`config.mk`:
```
export PLATFORM = sky130hd
export DESIGN_NAME = fetch
export DESIGN_NICKNAME = d
export VERILOG_FILES = /design/src/rtl/fetch.sv
export SDC_FILE = /design/constraint.sdc
export NUM_CORES = 1
export LEC_CHECK = 0
export ABC_CLOCK_PERIOD_IN_PS = 8900
export CORE_UTILIZATION = 30
export CTS_BUF_LIST = sky130_fd_sc_hd__clkbuf_4 sky130_fd_sc_hd__clkbuf_8
export DETAILED_ROUTE_END_ITERATION = 8
export GPL_ROUTABILITY_DRIVEN = 0
export PLACE_DENSITY_LB_ADDON = 0.15
export SYNTH_ARGS = -nofsm -noshare
export SYNTH_HDL_FRONTEND = slang
export SYNTH_SLANG_ARGS = --single-unit
```
`constraint.sdc`:
```
create_clock -name clk_i -period 8.9 [get_ports clk_i]
set_input_delay 1.78 -clock clk_i [delete_from_list [all_inputs] [get_ports clk_i]]
set_output_delay 1.78 -clock clk_i [all_outputs]
set_load 0.01 [all_outputs]
```
`src/rtl/fetch.sv`:
```
// Instruction-fetch stage with IF/ID register: single-outstanding req/gnt/rvalid
// fetch into a small instruction buffer that feeds decode one word per cycle.
module fetch #(
  parameter logic [31:0] RESET_PC   = 32'h0000_0000,
  parameter int          FIFO_DEPTH = 2
) (
  input  logic        clk_i,
  input  logic        rstn_i,
  output logic        imem_req_o,
  output logic [31:0] imem_addr_o,
  input  logic        imem_gnt_i,
  input  logic        imem_rvalid_i,
  input  logic [31:0] imem_rdata_i,
  input  logic        new_pc_en_i,
  input  logic [31:0] new_pc_i,
  input  logic        stall_i,
  input  logic        flush_i,
  output logic [31:0] instr_o,
  output logic [31:0] pc_o
);

  localparam int          PW       = (FIFO_DEPTH > 1) ? $clog2(FIFO_DEPTH) : 1;
  localparam int          CW       = $clog2(FIFO_DEPTH + 1);
  localparam logic [31:0] NOP      = 32'h0000_0013;
  localparam logic [PW-1:0] PTR_LAST = PW'(FIFO_DEPTH - 1);
  localparam logic [CW:0]   DEPTH_C  = (CW + 1)'(FIFO_DEPTH);

  logic [31:0]   r_pc;
  logic [31:0]   r_entry_pc;
  logic          r_outstanding;
  logic          r_discard;
  logic [CW-1:0] r_count;
  logic [PW-1:0] r_rd_ptr;
  logic [PW-1:0] r_wr_ptr;
  logic [31:0]   r_fifo_instr [FIFO_DEPTH];
  logic [31:0]   r_fifo_pc    [FIFO_DEPTH];
  logic [31:0]   r_instr;
  logic [31:0]   r_pc_out;

  logic          w_live;
  logic          w_pop;
  logic [CW:0]   w_occ;
  logic          w_req;
  logic          w_grant;
  logic          w_push;
  logic          w_bypass;
  logic          w_wr;

  function automatic logic [PW-1:0] ptr_inc(input logic [PW-1:0] p);
    return (p == PTR_LAST) ? '0 : p + PW'(1);
  endfunction

  // Occupancy counts the live in-flight word so a grant can never overflow the buffer.
  assign w_live   = r_outstanding & ~r_discard;
  assign w_pop    = ~stall_i & ~flush_i & (r_count != '0);
  assign w_occ    = {1'b0, r_count} - (CW + 1)'(w_pop) + (CW + 1)'(w_live);
  assign w_req    = rstn_i & ~new_pc_en_i & (~r_outstanding | imem_rvalid_i) & (w_occ < DEPTH_C);
  assign w_grant  = w_req & imem_gnt_i;
  assign w_push   = imem_rvalid_i & ~r_discard & ~new_pc_en_i;
  // An empty buffer forwards the returning word straight into IF/ID.
  assign w_bypass = w_push & (r_count == '0) & ~stall_i & ~flush_i;
  assign w_wr     = w_push & ~w_bypass;

  assign imem_req_o  = w_req;
  assign imem_addr_o = r_pc;
  assign instr_o     = r_instr;
  assign pc_o        = r_pc_out;

  always_ff @(posedge clk_i or negedge rstn_i) begin
    if (!rstn_i) begin
      r_pc          <= RESET_PC;
      r_entry_pc    <= '0;
      r_outstanding <= 1'b0;
      r_discard     <= 1'b0;
    end else begin
      if (new_pc_en_i)  r_pc <= new_pc_i;
      else if (w_grant) r_pc <= r_pc + 32'd4;

      if (w_grant) begin
        r_outstanding <= 1'b1;
        r_discard     <= 1'b0;
        r_entry_pc    <= r_pc;
      end else if (imem_rvalid_i) begin
        r_outstanding <= 1'b0;
        r_discard     <= 1'b0;
      end else if (new_pc_en_i && r_outstanding) begin
        r_discard     <= 1'b1;
      end
    end
  end

  always_ff @(posedge clk_i or negedge rstn_i) begin
    if (!rstn_i) begin
      r_count  <= '0;
      r_rd_ptr <= '0;
      r_wr_ptr <= '0;
    end else if (new_pc_en_i) begin
      r_count  <= '0;
      r_rd_ptr <= '0;
      r_wr_ptr <= '0;
    end else begin
      if (w_wr)  r_wr_ptr <= ptr_inc(r_wr_ptr);
      if (w_pop) r_rd_ptr <= ptr_inc(r_rd_ptr);
      r_count <= r_count + CW'(w_wr) - CW'(w_pop);
    end
  end

  always_ff @(posedge clk_i) begin
    if (w_wr) begin
      r_fifo_instr[r_wr_ptr] <= imem_rdata_i;
      r_fifo_pc[r_wr_ptr]    <= r_entry_pc;
    end
  end

  always_ff @(posedge clk_i or negedge rstn_i) begin
    if (!rstn_i) begin
      r_instr  <= NOP;
      r_pc_out <= '0;
    end else if (flush_i) begin
      r_instr  <= NOP;
      r_pc_out <= '0;
    end else if (stall_i) begin
      r_instr  <= r_instr;
      r_pc_out <= r_pc_out;
    end else if (r_count != '0) begin
      r_instr  <= r_fifo_instr[r_rd_ptr];
      r_pc_out <= r_fifo_pc[r_rd_ptr];
    end else if (w_bypass) begin
      r_instr  <= imem_rdata_i;
      r_pc_out <= r_entry_pc;
    end else begin
      r_instr  <= NOP;
      r_pc_out <= '0;
    end
  end

endmodule

```
==> results.py, run 1 <==
metrics = {
    "clock_tree": {
        "cts_max_path_buffers": 3,
        "cts_post_setup_buffers_inserted": 0,
        "cts_sinks": 262,
        "insertion_delay_ns": 0.55,
        "cts.htree.levels": 2,
        "cts.reportedPaths.clkPinSlew_ns": 0.06,
        "cts.repair.resized": 0,
        "postCtsHoldBufs": 0,
        "clock_tree.root_cell": "sky130_fd_sc_hd__clkbuf_8",
        "cts_buffers": 48,
        "clock_tree_from_tritoncts": "built",
    },
    "place": {
        "detailedPlacementHpwl_um": 16100,
        "place.detailed.instances": 1398,
        "io_buffers": 167,
        "placed_area_um2": 12800,
        "dp_slack_ns": 1.86,
    },
    "synth": {
        "synth_top_cells_by_area": "sky130_fd_sc_hd__edfxtp_1 36%, sky130_fd_sc_hd__dfrtp_1 31%, sky130_fd_sc_hd__mux2i_1 6.2%",
        "post-synth-top-count-cell": "sky130_fd_sc_hd__dfrtp_1",
        "net_count_after_synthesis": 887,
        "synth_top_cells_by_count": "131 x sky130_fd_sc_hd__dfrtp_1, 128 x sky130_fd_sc_hd__edfxtp_1, 125 x sky130_fd_sc_hd__nand2_1, 82 x sky130_fd_sc_hd__nor2_1, 66 x sky130_fd_sc_hd__mux2i_1",
        "synth_top_area_share": 0.362,
        "synth_enable_flop_cells": 128,
        "postSynth.topFlopCell": "sky130_fd_sc_hd__dfrtp_1",
        "fraction_of_registers_with_async_set_reset": 0.511,
        "synth_cell_type_count": 52,
        "synth_area_um2": 10600,
        "yosys_register_bits": 262,
        "synth.yosys.warnings": 0,
        "postSynthAreaPerCell_um2": 13.1,
        "netlist_instances": 812,
        "yosysSeqAreaShare": 0.679,
        "yosys_top_cell_by_area": "sky130_fd_sc_hd__edfxtp_1",
    },
    "detailed_routing": {
        "drt_wl_total_um": 27000,
        "route.detailed.wl_per_inst_um": 18.1,
        "detail-route-antenna-nets": 0,
        "post_drt_via_cell_ratio": 4.81,
        "drtIter0Drc": 395,
        "detailroute.via_count": 7149,
        "drt_pre_antenna_iters": 4,
        "post-route-drc-count": 0,
    },
    "critical_path": {
        "critical_path.endpoint_type": "output port",
        "cpMaxStageDelayCell": "sky130_fd_sc_hd__buf_4",
        "cp_max_fo": 47,
        "cp_slowest_stage_delay_ns": 0.62,
        "critPathArrivalTime_ns": 5.24,
        "worst_setup_path_start_kind": "input pin",
        "cells_traversed_along_the_worst_timing_path": "clkdlybuf4s50_1 -> nor2_1 -> o21ai_4 -> buf_4 -> and3_1 -> o21ai_0 -> fa_1 -> xnor2_1 -> nand3_1 -> nor2_1 -> clkdlybuf4s50_1",
        "critPathBufInv": 3,
        "timing.critical_path.required_ns": 7.12,
        "path_delay_family": "buffers and inverters",
        "critical_path_class": "input pin to output port",
    },
    "layout": {
        "synthToLayoutAreaGrowth_pct": 30.0,
        "finalCoreUtilization": 0.398,
        "cell_count_final_fillers_out": 1487,
        "final_net_count": 1068,
        "post-route-cell-area_um2": 13800,
        "diodes": 0,
        "final_layout_size_suffix_gt1_frac": 0.120,
    },
    "timing": {
        "rsz_0062_raised_after_global_routing": "false",
        "clock_skew_ns": 0.0117,
        "clock.fmax_ghz": 0.142,
        "slew_violations": 0,
        "finalSetupViolCount": 0,
        "setup_total_negative_slack_ns": 0,
        "worst-slew-pin-transition_ns": 1.02,
        "timing.final.ws_setup_ns": 1.88,
        "slew_headroom": 0.320,
        "finalWorstPathRequiredPeriod_ns": 7.02,
        "timing_hold_violations_final": 0,
        "final_min_period_over_clock_period": 0.789,
        "worst_hold_margin_ns": 0.505,
    },
    "power_and_ir_drop": {
        "power_mw": 3.28,
        "leakagePower_nw": 5.39,
        "ir_worst_vdd_mv": 0.0972,
        "power-per-cell-area_nw_per_um2": 238,
    },
    "die": {
        "design.core.area_um2": 34600,
        "die_height_um": 190,
        "initial_core_util": 0.306,
        "num_rows": 68,
        "boundaryPins": 168,
        "floorplan.die.width_um": 190,
        "dieArea_um2": 36100,
    },
    "global_routing": {
        "grt_max_degree": 71,
        "grt_util_all_layers": 0.151,
        "grt_first_pass_wirelength_um": 42500,
        "grt_remaining_overflow": 0,
        "antenna_violations_before_repair": 0,
        "first_global_vias": 7406,
    },
    "hold_path": {
        "hold_path.class": "register to register",
    },
    "run_status": {
        "run_status": "finished, final reports clean",
    },
    "flow_run": {
        "maximum_capacitance_violations": 0,
    },
}
cell families after synthesis:
kind of cell	synth area share
multiplexers	0.0697
buffers and inverters	0.0236
AND/OR/NAND/NOR	0.120
XOR/XNOR	0.00413
flip-flops	0.679
AO/OA/AOI/OAI	0.0987
adder cells (fa/ha/maj)	0.00543
worst reg2reg max path: cells and delay by family (launching register included):
kind	cells	cell delay, ns
AOI/OAI and AO/OA	4	1.01
DFF	1	0.51
adders and majority gates	1	0.53
and+or+nand+nor	4	1.12
buffers and inverters	3	1.26
layout make-up:
type,instances,area (um2)
Clock buffer,81,965
Clock inverter,8,41.3
Fill cell,3309,20800
Inverter,13,48.8
Multi-Input combinational cell,490,3200
Sequential cell,262,7200
Tap cell,455,569
Timing Repair Buffer,178,1760
path summary, 6_finish.rpt:
kind / from / slack (ns) / depth (start not counted) / to
min in group asynchronous: rstn_i / 1.23 / 1 / imem_addr_o[2]
worst min register to register: r_entry_pc[27] / 0.51 / 0 / r_fifo_pc[0][27]
worst max-delay path: flush_i / 1.88 / 11 / imem_req_o
worst min-delay path: r_entry_pc[27] / 0.51 / 0 / r_fifo_pc[0][27]
max in group asynchronous: rstn_i / 6.14 / 2 / r_rd_ptr
worst max register to register: r_count[1] / 4.33 / 12 / imem_addr_o[15]
where the power goes:
| group | switching (mW) | total [mW] | internal, mW |
|---|---|---|---|
| clock | 0.493 | 1.17 | 0.679 |
| combinational | 0.231 | 0.458 | 0.226 |
| sequential | 0.167 | 1.65 | 1.48 |
per-layer routing:
metal  GRT usage  part of all wire  vias up
met4      0.0478             0.021        0
met5           0                 0        -
met3      0.0295             0.047       46
met1       0.212              0.48     3513
met2       0.234              0.45      188
li1            -                 -     3402
flip-flops by register name, indices dropped and copies added, names as in the netlist:
signal         flops
imem_addr_o       32
instr_o           32
pc_o              32
r_count            2
r_discard          1
r_entry_pc        32
r_fifo_instr      64
r_fifo_pc         64
r_outstanding      1
r_rd_ptr           1
r_wr_ptr           1
cell usage in the layout (no fill, tap or decap), types with 24 or more instances in the layout:
cell type / instances
sky130_fd_sc_hd__mux2i_1: 66
sky130_fd_sc_hd__a221o_1: 65
sky130_fd_sc_hd__dfrtp_1: 130
sky130_fd_sc_hd__nand2_1: 125
sky130_fd_sc_hd__edfxtp_1: 128
sky130_fd_sc_hd__clkbuf_8: 57
sky130_fd_sc_hd__clkdlybuf4s50_1: 166
sky130_fd_sc_hd__clkbuf_4: 24
sky130_fd_sc_hd__nor2_1: 79
No activity file was read; power rests on OpenSTA's default activity.
==> run 2, diff against run 1 <==
- ABC_CLOCK_PERIOD_IN_PS: 8900 -> 5700
- clock period: 8.9 -> 5.7 ns (I/O delays scaled with it)
==> run 2 against run 1 <==
- combinational power up 57%
- non-clock buffer count up 4
- via count down 1.5%
- critical path depth down 1
- design area down 0.20%
- setup slack worse by 1.4 ns
- register-to-register slack worse by 1.9 ns
- sequential share of layout area up 0.10 points
- final cell count about the same
- sequential power up 56%
- global-route usage up 0.18 points
- clock skew up 0.017 ns
- critical endpoint unchanged
==> results.py, run 2 (synthesis gave the netlist of run 1 again) <==
metrics = {
    "timing": {
        "worst-slew-pin-transition_ns": 0.834,
        "clock.fmax_ghz": 0.191,
        "timing.final.ws_setup_ns": 0.472,
        "rsz_0062_raised_after_global_routing": "false",
        "worst_hold_margin_ns": 0.446,
        "final_min_period_over_clock_period": 0.917,
        "finalWorstPathRequiredPeriod_ns": 5.23,
        "setup_total_negative_slack_ns": 0,
        "clock_skew_ns": 0.0291,
        "timing_hold_violations_final": 0,
        "finalSetupViolCount": 0,
        "slew_headroom": 0.444,
        "slew_violations": 0,
    },
    "layout": {
        "biggestRegsByFlops": "r_fifo_instr (64), r_fifo_pc (64)",
        "final_common_cell": "sky130_fd_sc_hd__clkdlybuf4s50_1",
        "synthToLayoutAreaGrowth_pct": 29.7,
        "finalCoreUtilization": 0.397,
        "diodes": 0,
        "most-common-layout-cells": "166 x sky130_fd_sc_hd__clkdlybuf4s50_1, 130 x sky130_fd_sc_hd__dfrtp_1, 128 x sky130_fd_sc_hd__edfxtp_1, 125 x sky130_fd_sc_hd__nand2_1, 79 x sky130_fd_sc_hd__nor2_1",
        "final_layout_size_suffix_gt1_frac": 0.120,
        "final_net_count": 1071,
    },
    "power_and_ir_drop": {
        "ir_worst_vdd_mv": 0.148,
        "leakagePower_nw": 5.39,
        "power-per-cell-area_nw_per_um2": 367,
    },
    "detailed_routing": {
        "post-route-drc-count": 0,
        "post_drt_via_cell_ratio": 4.73,
        "drt_wl_total_um": 27100,
        "detail-route-antenna-nets": 0,
        "drtIter0Drc": 346,
        "detailroute.via_count": 7045,
        "drt_pre_antenna_iters": 4,
        "route.detailed.wl_per_inst_um": 18.2,
    },
    "die": {
        "floorplan.die.width_um": 190,
        "dieArea_um2": 36100,
        "boundaryPins": 168,
        "num_rows": 68,
        "design.core.area_um2": 34600,
        "die_height_um": 190,
        "initial_core_util": 0.306,
    },
    "clock_tree": {
        "cts_post_setup_buffers_inserted": 0,
        "insertion_delay_ns": 0.58,
        "cts_buffers": 47,
        "clock_tree.root_cell": "sky130_fd_sc_hd__clkbuf_8",
        "postCtsHoldBufs": 0,
        "cts_sinks": 262,
        "cts.htree.levels": 2,
        "cts.reportedPaths.clkPinSlew_ns": 0.06,
        "cts_max_path_buffers": 3,
        "cts.repair.resized": 0,
        "clock_tree_from_tritoncts": "built",
    },
    "critical_path": {
        "regToRegStartpoint": "r_count[1]",
        "critPathArrivalTime_ns": 4.09,
        "worst_r2r_path_depth": 10,
        "cp_max_fo": 3,
        "timing.critical_path.required_ns": 4.56,
        "timing.reg2reg.setup_slack_ns": 2.46,
        "worst_setup_path_start_kind": "input pin",
        "critical_path_class": "input pin to output port",
        "critical_path.endpoint_type": "output port",
        "reg2reg_to": "imem_addr_o[15]",
    },
    "global_routing": {
        "antenna_violations_before_repair": 0,
        "grt_remaining_overflow": 0,
        "grt_first_pass_wirelength_um": 42800,
        "grt_max_degree": 66,
        "grt_util_all_layers": 0.153,
        "first_global_vias": 7326,
    },
    "hold_path": {
        "hold_path.class": "input pin to asynchronous set/reset pin",
    },
    "place": {
        "detailedPlacementHpwl_um": 16100,
        "io_buffers": 167,
        "dp_slack_ns": 0.502,
    },
    "flow_run": {
        "maximum_capacitance_violations": 0,
    },
    "run_status": {
        "run_status": "finished, final reports clean",
    },
}
-- run 2: changes by cell type in the layout (fill, tap and decap cells not counted), sizes merged --
cell | before | now
clkbuf | 81 | 76
bufinv | 0 | 1
clkinvlp | 2 | 0
clkinv | 6 | 7
buf | 12 | 16
inv | 13 | 15
-- run 2: power breakdown --
group	switching [mW]	leakage [nW]	internal (mW)	total, mW
Sequential	0.253	2.92	2.32	2.57
Clock	0.754	0.515	1.01	1.76
Combinational	0.365	1.96	0.357	0.721
-- run 2: worst max-delay path by stage --
stage / end / startpoint / slack (ns)
2_1_floorplan: r_fifo_instr[0][0] / new_pc_en_i / 0.95
3_3_place_gp: imem_req_o / flush_i / 0.50
3_5_place_dp: imem_req_o / flush_i / 0.50
4_1_cts: imem_req_o / flush_i / 0.47
5_1_grt: imem_req_o / flush_i / 0.34
6_report: imem_req_o / flush_i / 0.47
-- run 2: layer usage --
layer	track usage	share of wire
met4	0.0515	0.022
met5	0	0
met3	0.0310	0.044
met1	0.215	0.49
met2	0.234	0.44
-- run 2: critical path: stages --
cell                              delay [ns]
sky130_fd_sc_hd__clkdlybuf4s50_1        0.47
sky130_fd_sc_hd__nor2_1                 0.41
sky130_fd_sc_hd__o21ai_4                0.12
sky130_fd_sc_hd__a21oi_1                0.22
sky130_fd_sc_hd__o21ai_0                0.15
sky130_fd_sc_hd__fa_1                   0.39
sky130_fd_sc_hd__xnor2_1                0.27
sky130_fd_sc_hd__nand3_1                0.13
sky130_fd_sc_hd__nor2_1                 0.19
sky130_fd_sc_hd__clkdlybuf4s50_1        0.59
-- run 2: per-stage QoR --
step                      power, mW  instances  area [um2]
after global routing           5.33       1488       13800
after detailed placement       3.34       1402       12800
after CTS                      5.15       1488       13800
final                          5.05       1488       13800
after floorplan                2.90        812       10600
after global placement         3.32       1402       12800
-- run 2: area by class of cell --
type / count / area, um2
fill: 3310 / 20900
sequential: 262 / 7200
multi-input combinational: 490 / 3200
timing repair buffer: 182 / 1790
clock buffer: 76 / 871
tap: 455 / 569
clock inverter: 10 / 77.6
inverter: 13 / 48.8
==> run 3, diff against run 2 <==
- SETUP_SLACK_MARGIN: default -> 0.2
==> results of run 3 <==
Final layout, timing and power as in run 2 (identical DEF).
